`config.mk`:
```
export PLATFORM = sky130hd
export DESIGN_NAME = ca_line_engine_flat
export DESIGN_NICKNAME = d
export VERILOG_FILES = /design/src/rtl/ca_line_if.sv /design/src/rtl/ca_line_engine.sv /design/src/flat_wrapper.sv
export SDC_FILE = /design/constraint.sdc
export NUM_CORES = 1
export LEC_CHECK = 0
export CELL_PAD_IN_SITES_DETAIL_PLACEMENT = 1
export CELL_PAD_IN_SITES_GLOBAL_PLACEMENT = 1
export CORE_ASPECT_RATIO = 0.8
export CORE_MARGIN = 2
export CORE_UTILIZATION = 50
export DETAILED_ROUTE_END_ITERATION = 12
export GPL_TIMING_DRIVEN = 1
export MAX_ROUTING_LAYER = met4
export PLACE_DENSITY_LB_ADDON = 0.1
export SYNTH_ARGS = -nofsm -noshare
export SYNTH_HDL_FRONTEND = slang
export SYNTH_SLANG_ARGS = --single-unit
export TNS_END_PERCENT = 30
```
`constraint.sdc`:
```
create_clock -name clk -period 9.01 [get_ports clk]
set_input_delay 0.901 -clock clk [delete_from_list [all_inputs] [get_ports clk]]
set_output_delay 0.901 -clock clk [all_outputs]
set_load 0.02 [all_outputs]
```
`src/rtl/ca_line_if.sv`:
```
// Bus interface for ca_line_engine: control handshake, generation status and the display read port.
`timescale 1ns/1ps
interface ca_line_if #(
    parameter int unsigned WIDTH = 64
) ();
    localparam int unsigned AW = $clog2(WIDTH);

    logic          ena;
    logic [7:0]    rule;
    logic          start;
    logic          init;
    logic          busy;
    logic          done;
    logic [15:0]   gen_count;
    logic [AW-1:0] rd_addr;
    logic          rd_pixel;

    modport master (
        output ena, rule, start, init, rd_addr,
        input  busy, done, gen_count, rd_pixel
    );

    modport slave (
        input  ena, rule, start, init, rd_addr,
        output busy, done, gen_count, rd_pixel
    );
endinterface

```
`src/rtl/ca_line_engine.sv`:
```
// Elementary 1-D cellular automaton engine: computes one cell per cycle into a back row, then swaps it to the front.
// Optional macro CA_RANDOM_SEED_EN adds a 16-bit LFSR whose contents become the seed row on init.
`timescale 1ns/1ps
module ca_line_engine #(
    parameter int unsigned WIDTH = 64,
    parameter bit          WRAP  = 1'b1
) (
    input  logic     clk,
    input  logic     rst_n,
    ca_line_if.slave bus
);
    localparam int unsigned   AW   = $clog2(WIDTH);
    localparam logic [AW-1:0] LAST = AW'(WIDTH - 1);
    localparam logic [WIDTH-1:0] SEED = WIDTH'(1) << (WIDTH / 2);

    typedef enum logic [1:0] {S_IDLE, S_COMPUTE, S_SWAP} state_t;

    state_t           r_state;
    state_t           w_state_nxt;
    logic [WIDTH-1:0] r_front;
    logic [WIDTH-1:0] r_back;
    logic [AW-1:0]    r_idx;
    logic [7:0]       r_rule;
    logic             r_busy;
    logic             r_done;
    logic [15:0]      r_gen;
    logic             r_pixel;

    logic             w_busy_nxt;
    logic             w_done_nxt;
    logic             w_latch;
    logic             w_write;
    logic             w_swap;
    logic             w_init;
    logic             w_left;
    logic             w_center;
    logic             w_right;
    logic             w_cell;
    logic [WIDTH-1:0] w_seed;

`ifdef CA_RANDOM_SEED_EN
    logic [15:0] r_lfsr;
    logic        w_fb;

    // Fibonacci LFSR x^16+x^14+x^13+x^11+1, shifting toward bit 0.
    assign w_fb = r_lfsr[0] ^ r_lfsr[2] ^ r_lfsr[3] ^ r_lfsr[5];

    always_ff @(posedge clk or negedge rst_n) begin
        if (!rst_n) begin
            r_lfsr <= 16'hACE1;
        end else if (bus.ena) begin
            r_lfsr <= {w_fb, r_lfsr[15:1]};
        end
    end

    // Row bit i takes lfsr bit (i mod 16).
    assign w_seed = WIDTH'({(WIDTH / 16 + 1){r_lfsr}});
`else
    assign w_seed = SEED;
`endif

    always_ff @(posedge clk or negedge rst_n) begin
        if (!rst_n) begin
            r_state <= S_IDLE;
        end else begin
            r_state <= w_state_nxt;
        end
    end

    // init overrides everything; otherwise the FSM advances only on enabled cycles.
    always_comb begin
        w_state_nxt = r_state;
        w_busy_nxt  = r_busy;
        w_done_nxt  = 1'b0;
        w_latch     = 1'b0;
        w_write     = 1'b0;
        w_swap      = 1'b0;
        w_init      = 1'b0;
        if (bus.init) begin
            w_init      = 1'b1;
            w_state_nxt = S_IDLE;
            w_busy_nxt  = 1'b0;
        end else if (bus.ena) begin
            case (r_state)
                S_IDLE: begin
                    if (bus.start) begin
                        w_latch     = 1'b1;
                        w_busy_nxt  = 1'b1;
                        w_state_nxt = S_COMPUTE;
                    end
                end
                S_COMPUTE: begin
                    w_write = 1'b1;
                    if (r_idx == LAST) begin
                        w_state_nxt = S_SWAP;
                    end
                end
                S_SWAP: begin
                    w_swap      = 1'b1;
                    w_done_nxt  = 1'b1;
                    w_busy_nxt  = 1'b0;
                    w_state_nxt = S_IDLE;
                end
                default: w_state_nxt = S_IDLE;
            endcase
        end
    end

    // Neighbourhood of the current cell; out-of-row neighbours wrap or read 0.
    always_comb begin
        w_center = r_front[r_idx];
        w_left   = (r_idx == '0)  ? (WRAP ? r_front[WIDTH-1] : 1'b0) : r_front[r_idx - AW'(1)];
        w_right  = (r_idx == LAST) ? (WRAP ? r_front[0] : 1'b0)      : r_front[r_idx + AW'(1)];
        w_cell   = r_rule[{w_left, w_center, w_right}];
    end

    always_ff @(posedge clk or negedge rst_n) begin
        if (!rst_n) begin
            r_front <= SEED;
            r_back  <= '0;
            r_idx   <= '0;
            r_rule  <= '0;
            r_busy  <= 1'b0;
            r_done  <= 1'b0;
            r_gen   <= '0;
        end else begin
            r_busy <= w_busy_nxt;
            r_done <= w_done_nxt;
            if (w_init) begin
                r_front <= w_seed;
                r_back  <= '0;
                r_gen   <= '0;
                r_idx   <= '0;
            end else begin
                if (w_latch) begin
                    r_rule <= bus.rule;
                    r_idx  <= '0;
                end
                if (w_write) begin
                    r_back[r_idx] <= w_cell;
                    r_idx         <= (r_idx == LAST) ? '0 : r_idx + AW'(1);
                end
                if (w_swap) begin
                    r_front <= r_back;
                    r_gen   <= r_gen + 16'd1;
                end
            end
        end
    end

    // Display read port, independent of ena and FSM state.
    always_ff @(posedge clk or negedge rst_n) begin
        if (!rst_n) begin
            r_pixel <= 1'b0;
        end else begin
            r_pixel <= (32'(bus.rd_addr) < WIDTH) ? r_front[bus.rd_addr] : 1'b0;
        end
    end

    assign bus.busy      = r_busy;
    assign bus.done      = r_done;
    assign bus.gen_count = r_gen;
    assign bus.rd_pixel  = r_pixel;
endmodule

```
`src/flat_wrapper.sv`:
```
// flat-port wrapper written by rule: the top's interface ports become plain ports
module ca_line_engine_flat 
#(
    parameter int unsigned WIDTH = 64,
    parameter bit          WRAP  = 1'b1
)
  (clk, rst_n, bus_ena, bus_rule, bus_start, bus_init, bus_rd_addr, bus_busy, bus_done, bus_gen_count, bus_rd_pixel);
  ca_line_if #(.WIDTH(WIDTH)) bus_i ();
  input  logic clk;
  input  logic rst_n;
  input wire logic [$bits(bus_i.ena)-1:0] bus_ena;
  input wire logic [$bits(bus_i.rule)-1:0] bus_rule;
  input wire logic [$bits(bus_i.start)-1:0] bus_start;
  input wire logic [$bits(bus_i.init)-1:0] bus_init;
  input wire logic [$bits(bus_i.rd_addr)-1:0] bus_rd_addr;
  output wire logic [$bits(bus_i.busy)-1:0] bus_busy;
  output wire logic [$bits(bus_i.done)-1:0] bus_done;
  output wire logic [$bits(bus_i.gen_count)-1:0] bus_gen_count;
  output wire logic [$bits(bus_i.rd_pixel)-1:0] bus_rd_pixel;
  assign bus_i.ena = bus_ena;
  assign bus_i.rule = bus_rule;
  assign bus_i.start = bus_start;
  assign bus_i.init = bus_init;
  assign bus_i.rd_addr = bus_rd_addr;
  assign bus_busy = bus_i.busy;
  assign bus_done = bus_i.done;
  assign bus_gen_count = bus_i.gen_count;
  assign bus_rd_pixel = bus_i.rd_pixel;
  ca_line_engine #(.WIDTH(WIDTH), .WRAP(WRAP)) u_core (.clk(clk), .rst_n(rst_n), .bus(bus_i));
endmodule
```
After elaboration in Yosys (flattened, before gate mapping) --
Index checks and enable logic that the tools add are counted.
Cells by class: $add $sub $neg 3, order comparisons 6, equal/unequal tests 5, muxes and demuxes 45, bitwise gates (word level) 1, reductions and logical operators 11
Operators with widths (count):
- two-way mux 64 bit | 4
- bitwise mux 64 bit | 1
- two-way mux 16 bit | 2
- less-than comparator 6 x 7 -> 1 bit (second input constant) | 4
- binary-select mux 1 bit (select 6 bit) | 4
- two-way mux 6 bit | 4
- two-way mux 1 bit | 22
- adder 16 x 1 -> 16 bit (second input constant) | 1
- two-way mux 2 bit | 4
- adder 6 x 1 -> 6 bit (second input constant) | 1
- demux 1 bit (select 6 bit) | 1
- == test 6 bit (second input constant) | 1
- greater-or-equal comparator 6 x 1 -> 1 bit (second input constant) | 1
- logical NOT 6 bit | 1
- AND reduction 3 bit | 2
- nonzero test 2 bit | 3
- nonzero test 3 bit | 2
- subtractor 6 x 1 -> 6 bit (second input constant) | 1
- less-than comparator 3 x 4 -> 1 bit (second input constant) | 1
- case mux 2 bit (2 select lines) | 1
- binary-select mux 1 bit (select 3 bit) | 1
- inequality test 3 x 2 -> 1 bit (second input constant) | 1
- inequality test 3 bit (second input constant) | 1
- == test 2 x 1 -> 1 bit (second input constant) | 1
- other kinds (6) | 6
Word-level totals: register bits 163, bits of input ports 19, output and inout port bits 19, word-level logic and storage cells 80

Logic depth before layout (Yosys ltp) --
depth in word-level cells 9, depth in mapped cells 17, gate-level depth less buffers 10

Worst setup path after synthesis --
No wires, ideal clock.
path kind input-to-reg, start point in bus_rd_addr[1], end point reg u_core.r_pixel, in the netlist u_core.bus.rd_pixel, data arrival time 3289 ps, required time 8872 ps, slack 5582 ps, stages 5, path buffers 2, path through clkbuf_1 > buf_1 > mux4_2 > mux4_2 > mux4_2
Between the ends: longest elaborated chain between the ends 2
RTL lines:
- start, declared | line flat_wrapper.sv:15 | input wire logic [$bits(bus_i.rd_addr)-1:0] bus_rd_addr;
- binary-select mux 1 bit (select 6 bit) | line ca_line_engine.sv:156 | r_pixel <= (32'(bus.rd_addr) < WIDTH) ? r_front[bus.rd_addr] : 1'b0;
- two-way mux 1 bit (not written as such) | line ca_line_engine.sv:156
- end signal, assigned | line ca_line_engine.sv:156
- end, declared | line ca_line_engine.sv:27 | logic r_pixel;
Every way passes these cells. The select of a mux whose other input is x is not followed. A chain may end at the register's enable or synchronous reset.

Worst setup path in the final report --
start point reg u_core.r_idx[0], end point reg u_core.r_back[10]
Between the ends: longest elaborated chain between the ends 9
RTL lines:
- start, declared | line ca_line_engine.sv:22 | logic [AW-1:0] r_idx;
- start signal, assigned | line ca_line_engine.sv:141 | r_idx <= (r_idx == LAST) ? '0 : r_idx + AW'(1);
- adder 6 x 1 -> 6 bit or subtractor 6 x 1 -> 6 bit (tied branches) | line ca_line_engine.sv:113, ca_line_engine.sv:112
- binary-select mux 1 bit (select 6 bit), on equally long branches | line ca_line_engine.sv:113, ca_line_engine.sv:112
- two-way mux 1 bit, on equally long branches (2 in a row) | line ca_line_engine.sv:113, ca_line_engine.sv:112
- binary-select mux 1 bit (select 3 bit) | line ca_line_engine.sv:114 | w_cell = r_rule[{w_left, w_center, w_right}];
- two-way mux 1 bit (not written as such) | line ca_line_engine.sv:114
- bitwise mux 64 bit (*) | line ca_line_engine.sv:140 | r_back[r_idx] <= w_cell;
- two-way mux 64 bit (*) | line ca_line_engine.sv:139 | if (w_write) begin
- two-way mux 64 bit (*) | line ca_line_engine.sv:129 | if (w_init) begin
- end signal, assigned by index | line ca_line_engine.sv:140
- end, declared | line ca_line_engine.sv:21 | logic [WIDTH-1:0] r_back;
Mark *: on every way between the ends. The rest lies on a longest branch, timed or not. The select of a mux whose other input is x is not followed.

==> reports/qor.csv <==
stage,metric,value,unit
critical_path,crit_arrival,5.12,ns
final_layout,layout.nets,1117,
drt,vias_per_cell,7.18,
drt,wl_per_cell,27.6,um
floorplan,initial_core_util,0.510,
final_layout,fillers,2415,
critical_path,r2r-end,u_core.r_back[10],
critical_path,worstPathMaxFanout,59,
critical_path,critPathRequiredTime,9.30,ns
timing,tightest_slew,1.19,ns
power_and_ir_drop,p_leak,4.37,nW
final_layout,areaGrowthSynthToFinish,6.96,%
floorplan,dieHeight,137,um
floorplan,dieArea,23200,um2
power_and_ir_drop,clkPwrFrac,0.450,
timing,max_freq,207,MHz
timing,setup_tns,0,ns
synthesis,netlist_instances,1152,
synthesis,yosys.cell_types.count,65,
critical_path,crit_buf_inv,3,
synthesis,yosys-top-cells-area,"dfrtp_1, mux4_2, nand2_1",
synthesis,yosys_most_used_dff,dfrtp_1,
global_route,grt_max_degree,91,
final_layout,stdcell_count,1384,
power_and_ir_drop,peakVddDrop,0.000104,V
critical_path,path_common_cell,buf_4,
drt,vias,9937,
global_route,grt_overflow,0,
final_layout,layout-drive-gt1-share,0.173,
clock_network,clkTransAtPathRegs,0.07,ns
final_layout,design_area,11800,um2
clock_network,cts_root_buffer,clkbuf_16,
clock_network,cts_sinks,163,
synthesis,synth_top_cell_by_area,dfrtp_1,
clock_network,cts_buffer_depth,2,
drt,finalWirelength,38200,um
placed_design,placed_area,11200,um2
clock_network,post-cts-setup-buffer-count,0,
final_layout,layout_commonest_cell,nand2_1,
placed_design,gp_congestion,0.922,
synthesis,synth_edf_count,0,
critical_path,critPathTopFamily,buffers and inverters,
clock_network,cts_tree,done,
drt,drcViolationCount,0,
placed_design,port_buffers,37,
critical_path,slowest_stage,buf_4,
critical_path,r2r_start,u_core.r_idx[0],
timing,rsz0062_at_grt,no,
status,status,finished clean,
drt,ant_nets,0,
critical_path,start_kind,flop,
placed_design,hpwl,23100,um
final_layout,final_util,0.545,
clock_network,cts_buffers,17,
timing,period_share,0.536,
global_route,grt_pass1_wl,60200,um
clock_network,htree_num_levels,4,
critical_path,worstPathCellList,buf_4 -> ha_1 -> xor2_1 -> buf_4 -> mux4_2 -> mux2_2 -> o2111ai_1 -> o21a_1 -> nand4_2 -> nand2_2 -> buf_4 -> o211ai_1,
timing,setup_viol,0,
critical_path,cp-end-kind,flop,
critical_path,r2r_cells,12,
clock_network,clock_latency,0.45,ns
power_and_ir_drop,netSwitchingFraction,0.290,
floorplan,rows,48,
floorplan,io_pins,38,
power_and_ir_drop,switchingPower,0.480,mW
power_and_ir_drop,pwr_density_cell,140,nW/um2
clock_network,hold_buffers,0,
synthesis,yosys_warnings,0,
drt,dr.pass1.iters,7,
timing,fin_crit,4.83,ns
critical_path,path_class,reg2reg,
timing,hold_viol,0,
synthesis,synthArstFlopShare,1.00,
synthesis,syn_area_per_cell,9.56,um2
synthesis,syn-num-nets,1174,
synthesis,synth-seq-cells,163,
synthesis,synth_area,11000,um2
synthesis,seq_area_frac_synth,0.370,
timing,fin_skew,0.0147,ns
job,max_cap_viol_count,0,
hold_path,hp-class,in2async,
global_route,grt_pass1_vias,9727,
final_layout,final_cell_mix,"nand2_1, dfrtp_1, o211ai_1",
critical_path,cpPeakStageDelay,0.71,ns
drt,drtIter0Drc,1072,
power_and_ir_drop,seqPwrFrac,0.451,
critical_path,regToRegSetupSlack,4.18,ns
power_and_ir_drop,p_int,1.17,mW
timing,slew_headroom,0.203,
floorplan,core,21600,um2
floorplan,die_w,170,um
synthesis,yosys.area.top_type_share,0.368,
global_route,antenna_found_initial,1,
power_and_ir_drop,combinationalPowerShare,0.099,
clock_network,cts-resized-gates,0,
placed_design,place_inst,1351,
timing,drv_slew,0,
global_route,grt.total_usage,0.352,
power by group through the flow:
stage | logic, mW | registers [mW] | clock network (mW)
2_1_floorplan | 0.117 | 0.758 | 0
3_3_place_gp | 0.159 | 0.760 | 0
3_5_place_dp | 0.162 | 0.760 | 0
4_1_cts | 0.162 | 0.747 | 0.749
5_1_grt | 0.174 | 0.748 | 0.778
6_report | 0.163 | 0.747 | 0.744
cells in the mapped netlist, drive strengths merged, types with 2 or more instances:
library cell / n
inv: 6
o221ai: 2
a22oi: 2
buf: 56
nor3b: 3
a21oi: 74
mux2: 15
and2: 3
clkbuf: 70
o211ai: 126
xnor2: 7
o311ai: 3
nand2: 183
nor3: 68
a22o: 2
nor4: 3
o31ai: 4
mux2i: 19
and3: 6
or3b: 4
nor2b: 6
nand3b: 5
mux4: 61
ha: 3
dfrtp: 162
nand4: 69
xor2: 14
nand4b: 8
nand2b: 3
a211oi: 4
nor2: 39
o2111ai: 2
nand3: 78
or2: 2
or3: 10
o21ai: 16
o22ai: 3
layer usage:
layer / vias to the layer above / GRT usage / wire, um / part of all wire
met5: - / - / 0 / 0
met4: 0 / 0.0959 / 711 / 0.019
met3: 67 / 0.0654 / 3580 / 0.094
met2: 519 / 0.500 / 16900 / 0.44
met1: 5093 / 0.517 / 17100 / 0.45
li1: 4258 / - / - / -
final cells by class:
type                    instances  area [um2]  area share
diodes                          1        2.50    0.000212
clock inverters                14         139      0.0118
repair buffers                 50         467      0.0396
multi-input cells             857        6290       0.534
inverters                       6        22.5     0.00191
well taps                     275         344      0.0292
flip-flops and latches        163        4080       0.346
clock buffers                  18         439      0.0373
worst max-delay path by stage:
stage	end	slack (ns)	startpoint	depth (start not counted)
after floorplan	u_core.bus.rd_pixel	5.58	bus_rd_addr[1]	5
after CTS	u_core.r_back[10]	4.28	u_core.r_idx[0]	12
after global routing	u_core.r_back[10]	3.91	u_core.r_idx[0]	12
after detailed placement	u_core.r_back[10]	4.32	u_core.r_idx[0]	12
after global placement	u_core.r_back[21]	4.54	u_core.r_idx[2]	10
final	u_core.r_back[10]	4.18	u_core.r_idx[0]	12
per-stage QoR:
| step | total power [mW] | setup WS [ns] | hold slack, ns |
|---|---|---|---|
| 6_report | 1.65 | 4.18 | 0.519 |
| 5_1_grt | 1.70 | 3.91 | 0.546 |
| 4_1_cts | 1.66 | 4.28 | 0.522 |
| 3_5_place_dp | 0.922 | 4.32 | 0.502 |
| 3_3_place_gp | 0.920 | 4.54 | 0.499 |
| 2_1_floorplan | 0.875 | 5.58 | 0.466 |
flip-flops by register name (all words and copies together) (netlist names):
signal,flops
u_core.r_idx,6
u_core.r_state,2
u_core.bus.rd_pixel,1
u_core.r_back,64
u_core.bus.done,1
u_core.r_rule,8
u_core.r_front,64
u_core.bus.gen_count,16
u_core.bus.busy,1
cell families after synthesis:
family	after synthesis	synth area share
compound gates	246	0.171
xor+xnor	21	0.0191
fa+ha+maj	3	0.00341
buf+inv	132	0.0608
flops	163	0.370
mux	95	0.157
simple gates	492	0.218
Note: power is estimated with default switching activity, not from simulation.
